File: config.mk
export PLATFORM = sky130hd
export DESIGN_NAME = instr_fetch
export DESIGN_NICKNAME = d
export VERILOG_FILES = /design/src/rtl/instr_fetch.sv
export SDC_FILE = /design/constraint.sdc
export NUM_CORES = 1
export LEC_CHECK = 0
export ABC_AREA = 1
export BUFFER_PORTS_ARGS = -buffer_cell sky130_fd_sc_hd__buf_4
export CORE_MARGIN = 2
export CORE_UTILIZATION = 41
export CTS_CLUSTER_SIZE = 30
export DETAILED_ROUTE_END_ITERATION = 6
export GPL_TIMING_DRIVEN = 0
export PLACE_DENSITY = 0.71
export SLEW_MARGIN = 20
export SYNTH_ARGS = -nofsm -noshare
export SYNTH_HDL_FRONTEND = slang
export SYNTH_SLANG_ARGS = --single-unit
File: constraint.sdc
create_clock -name clk -period 3.1 [get_ports clk]
set_input_delay 0.31 -clock clk [delete_from_list [all_inputs] [get_ports clk]]
set_output_delay 0.31 -clock clk [all_outputs]
set_load 0.005 [all_outputs]
File: src/rtl/instr_fetch.sv
// Instruction fetch stage: issues word-aligned memory requests under a credit
// scheme, tracks in-flight PCs, and buffers returned {pc, instr} pairs for decode.
module instr_fetch #(
  parameter int QDEPTH = 2
) (
  input  logic        clk,
  input  logic        rst,
  input  logic [31:0] pc_in,
  input  logic        pc_valid,
  output logic        pc_ready,
  input  logic        flush,
  output logic        imem_req_valid,
  output logic [31:0] imem_req_addr,
  input  logic        imem_req_ready,
  input  logic        imem_rsp_valid,
  input  logic [31:0] imem_rsp_data,
  output logic        if_valid,
  output logic [31:0] if_instr,
  output logic [31:0] if_pc,
  input  logic        if_ready
);

  localparam int PW = (QDEPTH > 1) ? $clog2(QDEPTH) : 1;
  localparam int CW = $clog2(QDEPTH + 1);
  localparam logic [CW:0] DEPTH = QDEPTH[CW:0];

  typedef enum logic {
    RUN,
    DRAIN
  } state_t;

  state_t state_q, state_d;

  // In-flight request PCs, in issue order
  logic [31:0]   fl_pc [QDEPTH];
  logic [PW-1:0] fl_wr, fl_rd;
  logic [CW-1:0] in_flight;

  // Output queue toward decode
  logic [31:0]   q_pc    [QDEPTH];
  logic [31:0]   q_instr [QDEPTH];
  logic [PW-1:0] q_wr, q_rd;
  logic [CW-1:0] queue_count;

  logic [CW-1:0] drop_count, drop_d;
  logic          req_valid;
  logic          rsp_hit;
  logic          rsp_take;
  logic          deq;
  logic          has_credit;

  // Credit uses only registered counts, so a dequeue frees a slot next cycle.
  assign has_credit = ({1'b0, in_flight} + {1'b0, queue_count}) < DEPTH;
  assign rsp_hit    = imem_rsp_valid & (in_flight != '0);

  always_comb begin
    state_d   = state_q;
    drop_d    = drop_count;
    req_valid = 1'b0;
    rsp_take  = 1'b0;
    unique case (state_q)
      RUN: begin
        req_valid = rst & pc_valid & has_credit & ~flush;
        rsp_take  = rsp_hit & ~flush;
        if (flush) begin
          drop_d = in_flight - CW'(rsp_hit);
          if (in_flight - CW'(rsp_hit) != '0) state_d = DRAIN;
        end
      end
      DRAIN: begin
        if (imem_rsp_valid && drop_count != '0) begin
          drop_d = drop_count - 1'b1;
          if (drop_count == CW'(1)) state_d = RUN;
        end
      end
      default: state_d = RUN;
    endcase
  end

  assign imem_req_valid = req_valid;
  assign imem_req_addr  = {pc_in[31:2], 2'b00};
  assign pc_ready       = req_valid & imem_req_ready;

  assign if_valid = (queue_count != '0);
  assign if_pc    = q_pc[q_rd];
  assign if_instr = q_instr[q_rd];
  assign deq      = if_valid & if_ready;

  // NOTE: sequential state uses non-blocking assignments only; the output
  // queue storage is reset because its head is directly visible on if_pc and
  // if_instr, while the in-flight PC storage is not reset since it is only
  // read when in_flight says the entry is live.
  always_ff @(posedge clk) begin
    if (pc_ready) fl_pc[fl_wr] <= pc_in;
  end

  always_ff @(posedge clk or negedge rst) begin
    if (!rst) begin
      state_q     <= RUN;
      drop_count  <= '0;
      fl_wr       <= '0;
      fl_rd       <= '0;
      in_flight   <= '0;
      q_wr        <= '0;
      q_rd        <= '0;
      queue_count <= '0;
      for (int i = 0; i < QDEPTH; i++) begin
        q_pc[i]    <= '0;
        q_instr[i] <= '0;
      end
    end else begin
      state_q    <= state_d;
      drop_count <= drop_d;

      if (flush) begin
        fl_wr       <= '0;
        fl_rd       <= '0;
        in_flight   <= '0;
        q_wr        <= '0;
        q_rd        <= '0;
        queue_count <= '0;
      end else begin
        if (pc_ready) fl_wr <= fl_wr + 1'b1;
        if (rsp_take) begin
          fl_rd         <= fl_rd + 1'b1;
          q_pc[q_wr]    <= fl_pc[fl_rd];
          q_instr[q_wr] <= imem_rsp_data;
          q_wr          <= q_wr + 1'b1;
        end
        if (deq) q_rd <= q_rd + 1'b1;
        in_flight   <= in_flight + CW'(pc_ready) - CW'(rsp_take);
        queue_count <= queue_count + CW'(rsp_take) - CW'(deq);
      end
    end
  end

endmodule
======== After elaboration in Yosys (flattened, before gate mapping) ========
Memory sizes are Yosys's and may differ from the RTL's.
Cells that the tools add are included.
operators by class
  bitwise operators ....................... 11
  equality and inequality tests ........... 3
  $add $sub $neg .......................... 11
  div/mod/pow operators ................... 0
  order comparisons ....................... 4
  shift-type cells ........................ 0
  mux-type cells .......................... 32
  reductions and logical operators ........ 11
  multiply operators ...................... 0
operators with widths
  operator                                                               count
  32-bit two-way mux                                                     7
  64-bit bitwise mux                                                     2
  32-bit demux with 1-bit select                                         1
  1-bit two-way mux                                                      16
  2-bit nonzero test                                                     7
  2-bit two-way mux                                                      4
  1-bit AND                                                              7
  2-bit by 1-bit subtractor with 2-bit output                            3
  1-bit adder, second input constant                                     4
  2-bit by 1-bit adder with 2-bit output                                 2
  2-bit greater-or-equal comparator, second input constant               2
  1-bit inverter with 2-bit output                                       2
  2-bit one-hot mux with 2 select lines                                  1
  2-bit AND reduction                                                    2
  2-bit by 2-bit adder with 3-bit output                                 1
  3-bit by 2-bit < comparator with 1-bit output, second input constant   1
  2-bit by 1-bit equality test with 1-bit output, second input constant  1
  1-bit logical AND                                                      2
  2-bit by 1-bit < comparator with 1-bit output, second input constant   1
  2-bit by 1-bit != test with 1-bit output, second input constant        1
  2-bit != test, second input constant                                   1
  1-bit inverter                                                         2
  1-bit one-hot mux with 2 select lines                                  1
  2-bit by 1-bit subtractor with 2-bit output, second input constant     1
storage, ports and cells
  logic and storage cells ................. 85
  bits in read-only memories .............. 0
  input bits .............................. 71
  latch bits .............................. 0
  register bits after elaboration ......... 139
  memories ................................ 1
  RAM bits ................................ 64
memories
  memory  depth  width  rd ports  clocked after Yosys merged registers in  wr ports  line  RTL
  fl_pc   2      32     1         0                                        1         35    logic [31:0] fl_pc [QDEPTH];

======== Longest topological paths before layout ========
Gate-level depths: netlist of the first run.
  word-level depth ........................ 9
  mapped depth ............................ 11
  mapped depth without buffers ............ 10

======== Worst setup path before layout of the first run ========
OpenSTA, ideal clock, no wires.
  path type ............................... register to register
  start ................................... register queue_count[0]
  end ..................................... memory fl_pc[1][0], enable pin
  cell stages (with the launch flop) ...... 7
  required time ........................... 2679 ps
  setup time .............................. 421 ps
  data arrival time ....................... 2549 ps
  path buffers ............................ 0
  path slack .............................. 130 ps
  period minus slack after synthesis ...... 2970 ps
  cell sequence ........................... dfrtp_1 -> nand2_1 -> inv_1 -> fa_1 -> nor2_1 -> nand4_1 -> nor2_1
on the way
  cells in the longest elaborated chain, start to end .. 8
ends and longest elaborated chain
  element                                        line  RTL
  start: declaration                             43    logic [CW-1:0] queue_count;
  start signal: assignment                       132   queue_count <= queue_count + CW'(rsp_take) - CW'(deq);
  2-bit by 2-bit adder with 3-bit output         53    assign has_credit = ({1'b0, in_flight} + {1'b0, queue_count}) < DEPTH;
  3-bit by 2-bit < comparator with 1-bit output  53
  1-bit AND (2 in a row)                         63    req_valid = rst & pc_valid & has_credit & ~flush;
  1-bit two-way mux                              61    unique case (state_q)
  1-bit AND                                      82    assign pc_ready = req_valid & imem_req_ready;
  1-bit two-way mux                              94    if (pc_ready) fl_pc[fl_wr] <= pc_in;
  1-bit two-way mux (implied by the code)        94
  end: declaration                               35
Every way passes these cells.

======== Worst setup path in the final report of the first run ========
  start ................................... input rst
  end ..................................... output pc_ready
on the way
  cells in the longest elaborated chain, start to end .. 5
ends and longest elaborated chain
  element                 line  RTL
  start: declaration      7     input logic rst,
  1-bit AND (3 in a row)  63
  1-bit two-way mux       61
  1-bit AND               82
  end: declaration        10    output logic pc_ready,
Every way passes these cells.

==> results of run 1 <==
cell families (layout without fill, tap and decap cells):
kind of cell / after synthesis / after routing / share of synthesized area, %
adder cells (fa/ha/maj): 8 / 8 / 1.146
XOR/XNOR: 3 / 3 / 0.2799
other: 1 / 2 / 0.03994
flip-flops: 203 / 203 / 57.52
AND/OR/NAND/NOR: 715 / 715 / 32.46
buffers and inverters: 133 / 377 / 8.156
AO/OA/AOI/OAI: 7 / 7 / 0.3997
per-stage QoR:
stage | cells | instance area, um^2 | setup WS [ps] | setup TNS (ps)
floorplan | 1071 | 9393 | 129.7 | 0
global placement | 1523 | 11000 | -1701 | -73220
detailed placement | 1525 | 11070 | 497.5 | 0
CTS | 1600 | 12140 | 424.7 | 0
global route | 1600 | 12140 | 237.0 | 0
finish | 1600 | 12140 | 502.4 | 0
final cells by class:
| type | count | share of cell area (%) |
|---|---|---|
| flip-flops and latches | 203 | 44.49 |
| multi-input cells | 735 | 26.65 |
| repair buffers | 202 | 13.57 |
| clock buffers | 36 | 5.639 |
| plain buffers | 110 | 5.598 |
| well taps | 285 | 2.938 |
| inverters | 23 | 0.7113 |
| clock inverters | 6 | 0.4021 |
sequential cells by signal, indices dropped and copies added (netlist names):
register / cells
fl_wr: 1
q_wr: 1
q_pc: 64
queue_count: 2
fl_pc: 64
state_q: 1
q_rd: 1
drop_count: 2
q_instr: 64
fl_rd: 1
in_flight: 2
report_power, final:
part	switching, mW	leakage (nW)	total (mW)	internal [mW]
Sequential	0.0610	2.49	2.95	2.89
Combinational	0.586	3.59	1.01	0.428
Clock	1.08	0.365	2.61	1.53
layer usage:
layer  vias up  part of all wire [%]
li1       3924                     -
met1      3748                    43
met2       282                    49
met3        49                   6.2
met4         0                   2.2
met5         -                     0
cells in the final DEF, fill, tap and decap left out, drive strengths merged:
master / synthesis / routed
edfxtp: 64 / 64
dlygate4sd3: 0 / 33
xor2: 2 / 2
o21ai: 3 / 3
nand2: 567 / 567
a21oi: 3 / 3
nand3: 8 / 8
nor2: 10 / 10
xnor2: 1 / 1
buf: 101 / 270
clkinv: 0 / 4
o21a: 1 / 1
dfrtp: 139 / 139
conb: 1 / 2
inv: 23 / 25
ha: 7 / 7
or2: 1 / 1
fa: 1 / 1
clkbuf: 9 / 45
nand4: 129 / 129
worst paths after layout:
check,from,end,slack (ps),cells after the start
min in group asynchronous,rst,q_instr[56],270,2
min,flush,queue_count[0],30,2
max in group asynchronous,rst,q_pc[43],2010,3
max reg2reg,in_flight[1],fl_pc[0][26],710,6
min reg2reg,q_pc[18],q_pc[18],470,2
max,rst,pc_ready,500,8
==> metrics, run 1 <==
run status=complete, no violations; clock input transition at the sequential cells of the worst setup and hold paths=roughly 60 ps; fraction of layout cells with a size suffix above 1=between 20% and 30%; worst slack on hold paths=25.87 ps; Post-Route Skew=between 9 and 10 ps; Area growth, synth to finish=29.26%; Slew Viols, Final=0; maximum number of pins on one net before global-route repair=between 90 and 100; RSZ-0062 raised after global routing=false; IO Count=170; worst ir drop on vdd=between 300 and 400 uV; final routed wire length divided by cell count=15.80 um; maximum level of the CTS H-tree=1; fraction of registers with async set or reset after synthesis=68.47%; crit path DAT=2290 ps; most frequent cells after synthesis=567 x nand2_1, 139 x dfrtp_1, 129 x nand4_1; count of cells resized by post-cts repair=0; wirelength, routed=about 25000 um; Sinks on Clock Net=~200; Starting Density=41.60%; count of filler cells inserted in the layout=roughly 2100; kind of start point of the critical path=primary input; register bit total from synthesis=203; power density cells=~540 nW/um^2; Chip Width=around 160 um; top post-synthesis cells by area=dfrtp_1 37%, nand2_1 23%, edfxtp_1 20%; number of port buffers=around 170; remaining design rule violation count=0; fraction of post-synthesis cell area in the top cell type by area=between 30 and 40%; met2 layer usage reported by global route=35.65%; wire length of the first global-routing pass=approximately 40000 um; routability-driven placement congestion ratio=0.8147; CTS tree=built; post-route core utilization=roughly 54%; cell type with the highest aggregate area in the netlist=dfrtp_1; total core area=22570 um^2; kind of end point of the critical path=primary output; sequential cell area=approximately 5400 um^2; GR Util met3=2.674%; Slew headroom=between 40% and 50%; dominant cell type by count on the critical path=inv_1; die area=approximately 24000 um^2; Slew @ Worst Pin=between 700 and 800 ps; number of detailed-routing iterations run before antenna repair=5; number of max-cap violations=0; met1 global-route usage=between 20% and 30%; total via count in the routed design=between 8000 and 9000; number of global-route vias before repair=~7700; Final HPWL DP=about 17000 um; post-route total power=6.574 mW; clock period minus worst slack=2598 ps; initial antenna violation count=0; hold buffer count at CTS=33; Max Fanout on Critical Path=96; max incr delay on CP=roughly 560 ps; Clock Root Buffer=clkbuf_16; fin crit share=83.79%; Vert. Die Dim=between 150 and 200 um; library cell with the highest instance count after synthesis=nand2_1; ys flop type=dfrtp_1; buffers plus inverters on the worst setup path=6; final-report setup violation count=0; highest attainable clock frequency=385.0 MHz; final hold viol count=0; CP required=roughly 2800 ps; cell family with the largest share of critical-path delay=buffers and inverters; CTS Buffer Depth=3; busiest layer in global routing=met2; total inserted antenna cells=0; count of nets after finishing=about 1400; Yosys warning total=0; critical-path cell list=dlygate4sd3_1, buf_8, buf_16, nand2_1, inv_1, nand4_1, inv_1, buf_4; setup repair bufs after CTS=0; Post-Synthesis Mean Instance Area=just under 9 um^2; distinct cell type count of the synthesized netlist=25; cell with the largest stage delay on the worst path=dlygate4sd3_1; leakage power=between 6 and 7 nW; sum of overflow across all layers after global routing=0; class of the most critical hold timing path=in2reg; sequential cell area fraction in the yosys report=between 50% and 60%; residual antenna-violating net count after detailed routing=0; overall global routing resource usage=between 20% and 30%; Post-Synthesis Cell Area=9389 um^2; number of vias per cell=5.002; clock latency of the later-clocked register in the worst-skew pair=510 ps; number of enable flip-flop cells after synthesis=64; cell row count=55; synthesized instance count=1070; critical path type=in2out; total area of multi-input combinational cells=3234 um^2; 1st-iter DRT viols=621; number of CTS-inserted buffers=23
No activity file was read; power rests on OpenSTA's default activity.
==> inputs of run 2 (changes only) <==
PLACE_DENSITY = 0.69   (was 0.71)
clock period = 2.7 ns   (was 3.1 ns; I/O delays follow)
==> metrics, run 2 (synthesized netlist as in run 1, its figures left out) <==
run status=complete, no violations (unchanged); total inserted antenna cells=0 (unchanged); kind of end point of the critical path=register (was primary output); leakage power=6.464 nW (was 6.453 nW); post-route core utilization=53.96% (was 53.77%); Post-Route Skew=12.76 ps (was 9.558 ps); class of the most critical hold timing path=in2reg (unchanged); cell area after layout=12180 um^2 (was 12140 um^2); capture point of the critical path=fl_pc[0][28] (was pc_ready); total negative slack for setup checks=0 ps (unchanged); critical path type=reg2reg (was in2out); commonest cells after routing, fill and taps aside=567 x nand2_1, 212 x buf_4, 139 x dfrtp_1, 129 x nand4_1, 64 x edfxtp_1 (unchanged); post-route total power=7.589 mW (was 6.574 mW); total via count in the routed design=8017 (was 8003); cell area after placement=11070 um^2 (unchanged); timing startpoint of the critical path=in_flight[1] (was rst); final routed wire length divided by cell count=15.91 um (was 15.80 um); RSZ-0062 raised after global routing=false (unchanged); Area growth, synth to finish=29.73% (was 29.26%); total core area=22570 um^2 (unchanged); maximum level of the CTS H-tree=1 (unchanged); die area=24130 um^2 (unchanged); wire length of the first global-routing pass=40610 um (was 40410 um); number of port buffers=167 (unchanged); kind of start point of the critical path=register (was primary input); Slew @ Worst Pin=764.0 ps (was 787.8 ps); worst ir drop on vdd=404.1 uV (was 341.0 uV); depth of the critical timing path with buffers and inverters included=6 (was 8); CTS Buffer Depth=3 (unchanged); max incr delay on CP=560 ps (about the same); Chip Width=155.3 um (unchanged); crit path DAT=2520 ps (was 2290 ps); overall global routing resource usage=21.04% (was 20.95%); length in cells of the worst reg-to-reg path=6 (unchanged); 1st-iter DRT viols=565 (was 621); final hold viol count=0 (unchanged); clock period minus worst slack=roughly 2400 ps; IO Count=170 (unchanged); maximum number of pins on one net before global-route repair=75 (was 97); Worst R2R End=fl_pc[0][28] (was fl_pc[0][26]); buffers plus inverters on the worst setup path=1 (was 6); critical-path cell list=fa_1, nor2_1, nand2_1, nor2_2, nand3_1, inv_2 (was dlygate4sd3_1, buf_8, buf_16, nand2_1, inv_1, nand4_1, inv_1, buf_4); number of detailed-routing iterations run before antenna repair=5 (unchanged); internal reg-to-reg setup slack=320 ps (was 710 ps); Slew Viols, Final=0 (unchanged); Max Fanout on Critical Path=32 (was 96); Starting Density=41.60% (unchanged); Sinks on Clock Net=203 (unchanged); routability-driven placement congestion ratio=0.8040 (was 0.8147); number of vias per cell=5.004 (was 5.002); Largest regs=fl_pc x64, q_instr x64, q_pc x64 (unchanged); Worst R2R Start=in_flight[1] (unchanged); clock latency of the later-clocked register in the worst-skew pair=510 ps (about the same); cell family with the largest share of critical-path delay=buffers and inverters (unchanged); CP required=2830 ps (was 2790 ps); final-report setup violation count=0 (unchanged); setup repair bufs after CTS=0 (unchanged); number of global-route vias before repair=7709 (was 7677); sum of overflow across all layers after global routing=0 (unchanged); hold buffer count at CTS=35 (was 33); fin crit share=approximately nine tenths; cell row count=55 (unchanged); remaining design rule violation count=0 (unchanged); Slew headroom=49.07% (was 47.40%); most common cell after layout, fill and taps aside=nand2_1 (unchanged); count of cells resized by post-cts repair=0 (unchanged); Clock Root Buffer=clkbuf_16 (unchanged); highest attainable clock frequency=roughly 420 MHz; number of CTS-inserted buffers=23 (unchanged); wirelength, routed=25490 um (was 25290 um); Final HPWL DP=17010 um (was 16980 um); initial antenna violation count=0 (unchanged); count of nets after finishing=1379 (was 1377); cell with the largest stage delay on the worst path=inv_2 (was dlygate4sd3_1); clock input transition at the sequential cells of the worst setup and hold paths=60 ps (about the same); fraction of layout cells with a size suffix above 1=22.63% (was 22.66%); power density cells=623.0 nW/um^2 (was 541.7 nW/um^2); CTS tree=built (unchanged); residual antenna-violating net count after detailed routing=0 (unchanged); launch point of the worst hold path=imem_rsp_data[4] (was flush); Vert. Die Dim=155.3 um (unchanged); number of max-cap violations=0 (unchanged)
## run 2: cell type report
| type | instances | area (um^2) |
|---|---|---|
| multi-input combinational | 735 | 3234 |
| clock inverter | 6 | 65.06 |
| clock buffer | 36 | 674.4 |
| sequential | 203 | 5400 |
| timing repair buffer | 204 | 1684 |
| tap | 285 | 356.6 |
| buffer | 110 | 679.4 |
| inverter | 23 | 86.33 |
| fill | 2066 | 10390 |
## run 2: how the worst min path moves through the flow
| stage | cells after the start | to | slack (ps) |
|---|---|---|---|
| after floorplan | 0 | drop_count[0] | -30 |
| after global placement | 2 | q_pc[56] | 450 |
| after detailed placement | 1 | q_instr[57] | 260 |
| after CTS | 3 | q_instr[4] | 10 |
| after global routing | 3 | q_instr[32] | 20 |
| final | 3 | q_instr[4] | 30 |
## run 2: routing by layer
| metal | GRT usage [%] | routed length (um) | vias to the layer above |
|---|---|---|---|
| met5 | 0 | 0 | - |
| met4 | 5.636 | 556 | 0 |
| met3 | 3.482 | 1686 | 40 |
| met2 | 35.06 | 12340 | 269 |
| met1 | 28.69 | 10910 | 3783 |
| li1 | - | - | 3925 |
## run 2: power breakdown
| group | internal [mW] | switching (mW) | leakage [nW] |
|---|---|---|---|
| Clock | 1.81 | 1.22 | 0.360 |
| Sequential | 3.32 | 0.0707 | 2.49 |
| Combinational | 0.495 | 0.668 | 3.61 |
## run 2: tightest hold or removal path: cells and delay by family
kind | cells | cell delay (ps)
buf+inv | 1 | 80
simple gates | 2 | 150
## run 2: metrics by stage
step / worst slack, ps / std cells / hold WS [ps]
after global placement: -1247 / 1523 / 453.2
after detailed placement: 38.46 / 1525 / 264.8
final: 315.3 / 1602 / 26.35
after CTS: 244.0 / 1602 / 13.02
after floorplan: 244.6 / 1071 / -25.59
after global routing: 120.1 / 1602 / 22.09
==> inputs of run 3 (changes only) <==
CORE_MARGIN = 10   (was 2)
==> metrics, run 3 (synthesized netlist as in run 1, its figures left out) <==
sum of overflow across all layers after global routing=0 (unchanged); RSZ-0062 raised after global routing=false (unchanged); CP required=2910 ps (was 2830 ps); Post-Route Skew=17.36 ps (was 12.76 ps); final hold viol count=0 (unchanged); Vert. Die Dim=171.3 um (was 155.3 um); number of detailed-routing iterations run before antenna repair=5 (unchanged); final-report setup violation count=0 (unchanged); Sinks on Clock Net=203 (unchanged); number of global-route vias before repair=8203 (was 7709); CTS tree=built (unchanged); residual antenna-violating net count after detailed routing=0 (unchanged); setup repair bufs after CTS=0 (unchanged); most common cell after layout, fill and taps aside=nand2_1 (unchanged); routability-driven placement congestion ratio=0.7944 (was 0.8040); number of max-cap violations=0 (unchanged); Slew @ Worst Pin=794.6 ps (was 764.0 ps); wirelength, routed=26970 um (was 25490 um); number of vias per cell=5.013 (was 5.004); kind of end point of the critical path=register (unchanged); cell row count=55 (unchanged); kind of start point of the critical path=register (unchanged); Chip Width=171.3 um (was 155.3 um); maximum number of pins on one net before global-route repair=72 (was 75); worst ir drop on vdd=532.4 uV (was 404.1 uV); clock period minus worst slack=2418 ps (was 2385 ps); fraction of layout cells with a size suffix above 1=22.68% (was 22.63%); Slew headroom=46.95% (was 49.07%); Area growth, synth to finish=29.37% (was 29.73%); CTS Buffer Depth=3 (unchanged); critical-path cell list=nand2_1, inv_1, fa_1, nor2_1, nand4_1, nor2_4, buf_16 (was fa_1, nor2_1, nand2_1, nor2_2, nand3_1, inv_2); count of cells resized by post-cts repair=0 (unchanged); initial antenna violation count=0 (unchanged); power density cells=627.4 nW/um^2 (was 623.0 nW/um^2); Clock Root Buffer=clkbuf_16 (unchanged); total core area=22570 um^2 (unchanged); IO Count=170 (unchanged); highest attainable clock frequency=413.6 MHz (was 419.3 MHz); number of CTS-inserted buffers=22 (was 23); count of filler cells inserted in the layout=2134 (was 2066); final routed wire length divided by cell count=16.86 um (was 15.91 um); Slew Viols, Final=0 (unchanged); post-route core utilization=53.81% (was 53.96%); number of port buffers=167 (unchanged); total negative slack for setup checks=0 ps (unchanged); leakage power=6.457 nW (was 6.464 nW); run status=complete, no violations (unchanged); class of the most critical hold timing path=in2reg (unchanged); max incr delay on CP=540 ps (was 560 ps); clock input transition at the sequential cells of the worst setup and hold paths=60 ps (about the same); clock latency of the later-clocked register in the worst-skew pair=510 ps (about the same); commonest cells after routing, fill and taps aside=567 x nand2_1, 212 x buf_4, 139 x dfrtp_1, 129 x nand4_1, 64 x edfxtp_1 (unchanged); maximum level of the CTS H-tree=1 (unchanged); 1st-iter DRT viols=587 (was 565); cell with the largest stage delay on the worst path=nor2_4 (was inv_2); critical path type=reg2reg (unchanged); Final HPWL DP=18540 um (was 17010 um); Max Fanout on Critical Path=19 (was 32); fin crit share=89.55% (was 88.32%); remaining design rule violation count=0 (unchanged); die area=29350 um^2 (was 24130 um^2); crit path DAT=2630 ps (was 2520 ps); Starting Density=41.60% (unchanged); total via count in the routed design=8016 (was 8017); wire length of the first global-routing pass=43920 um (was 40610 um); total inserted antenna cells=0 (unchanged); overall global routing resource usage=18.51% (was 21.04%); count of nets after finishing=1377 (was 1379); Largest regs=fl_pc x64, q_instr x64, q_pc x64 (unchanged)
[run 3: repair_timing]
action / CTS / global route
endpoints found under the setup margin: 0 / 0
hold buffers: 34 / 0
hold endpoints to repair: 135 / 0
[run 3: power breakdown]
group,internal (mW),leakage (nW),switching [mW],total [mW]
Clock,1.82,0.365,1.23,3.05
Combinational,0.494,3.60,0.685,1.18
Sequential,3.32,2.49,0.0685,3.39
Total,5.63,6.46,1.99,7.62
[run 3: worst paths after layout]
kind	startpoint	endpoint	slack, ps	cells after the start
setup / recovery	queue_count[0]	fl_pc[1][20]	280	7
hold / removal	imem_rsp_data[4]	q_instr[36]	30	3
setup reg to reg	queue_count[0]	fl_pc[1][20]	280	7
hold reg to reg	q_instr[33]	q_instr[33]	470	2
max in group asynchronous	rst	q_pc[62]	1630	3
min in group asynchronous	rst	q_instr[25]	320	2
[run 3: worst max-delay path: cells and delay by family, from the launching register on]
kind                       cells  cell delay, ps
DFF                            1             400
adders and majority gates      1             430
buffers and inverters          2             280
and+or+nand+nor                4            1010
[run 3: cell type report]
cell class / count / area (um^2) / share of cell area [%]
well taps: 285 / 356.6 / 2.936
repair buffers: 203 / 1657 / 13.64
multi-input cells: 735 / 3234 / 26.63
clock buffers: 27 / 579.3 / 4.769
inverters: 23 / 86.33 / 0.7108
clock inverters: 13 / 153.9 / 1.267
plain buffers: 110 / 679.4 / 5.593
flip-flops and latches: 203 / 5400 / 44.46
[run 3: metal layers]
metal / track usage [%] / wire length (um) / vias up
met3: 4.126 / 2089 / 23
met2: 31.50 / 13110 / 272
met5: 0 / 0 / -
met1: 23.59 / 11360 / 3799
met4: 3.970 / 405 / 0
li1: - / - / 3922
[run 3: stage by stage]
step | hold WS, ps | cell area [um^2] | instances | total power [mW] | setup slack [ps]
detailed placement | 282.6 | 11070 | 1525 | 4.596 | 245.5
global placement | 453.5 | 11010 | 1523 | 4.561 | -1240
CTS | 17.06 | 12150 | 1599 | 7.695 | 238.0
global route | 32.73 | 12150 | 1599 | 7.998 | 117.1
finish | 33.07 | 12150 | 1599 | 7.621 | 282.2
floorplan | -25.59 | 9395 | 1071 | 3.995 | 244.6
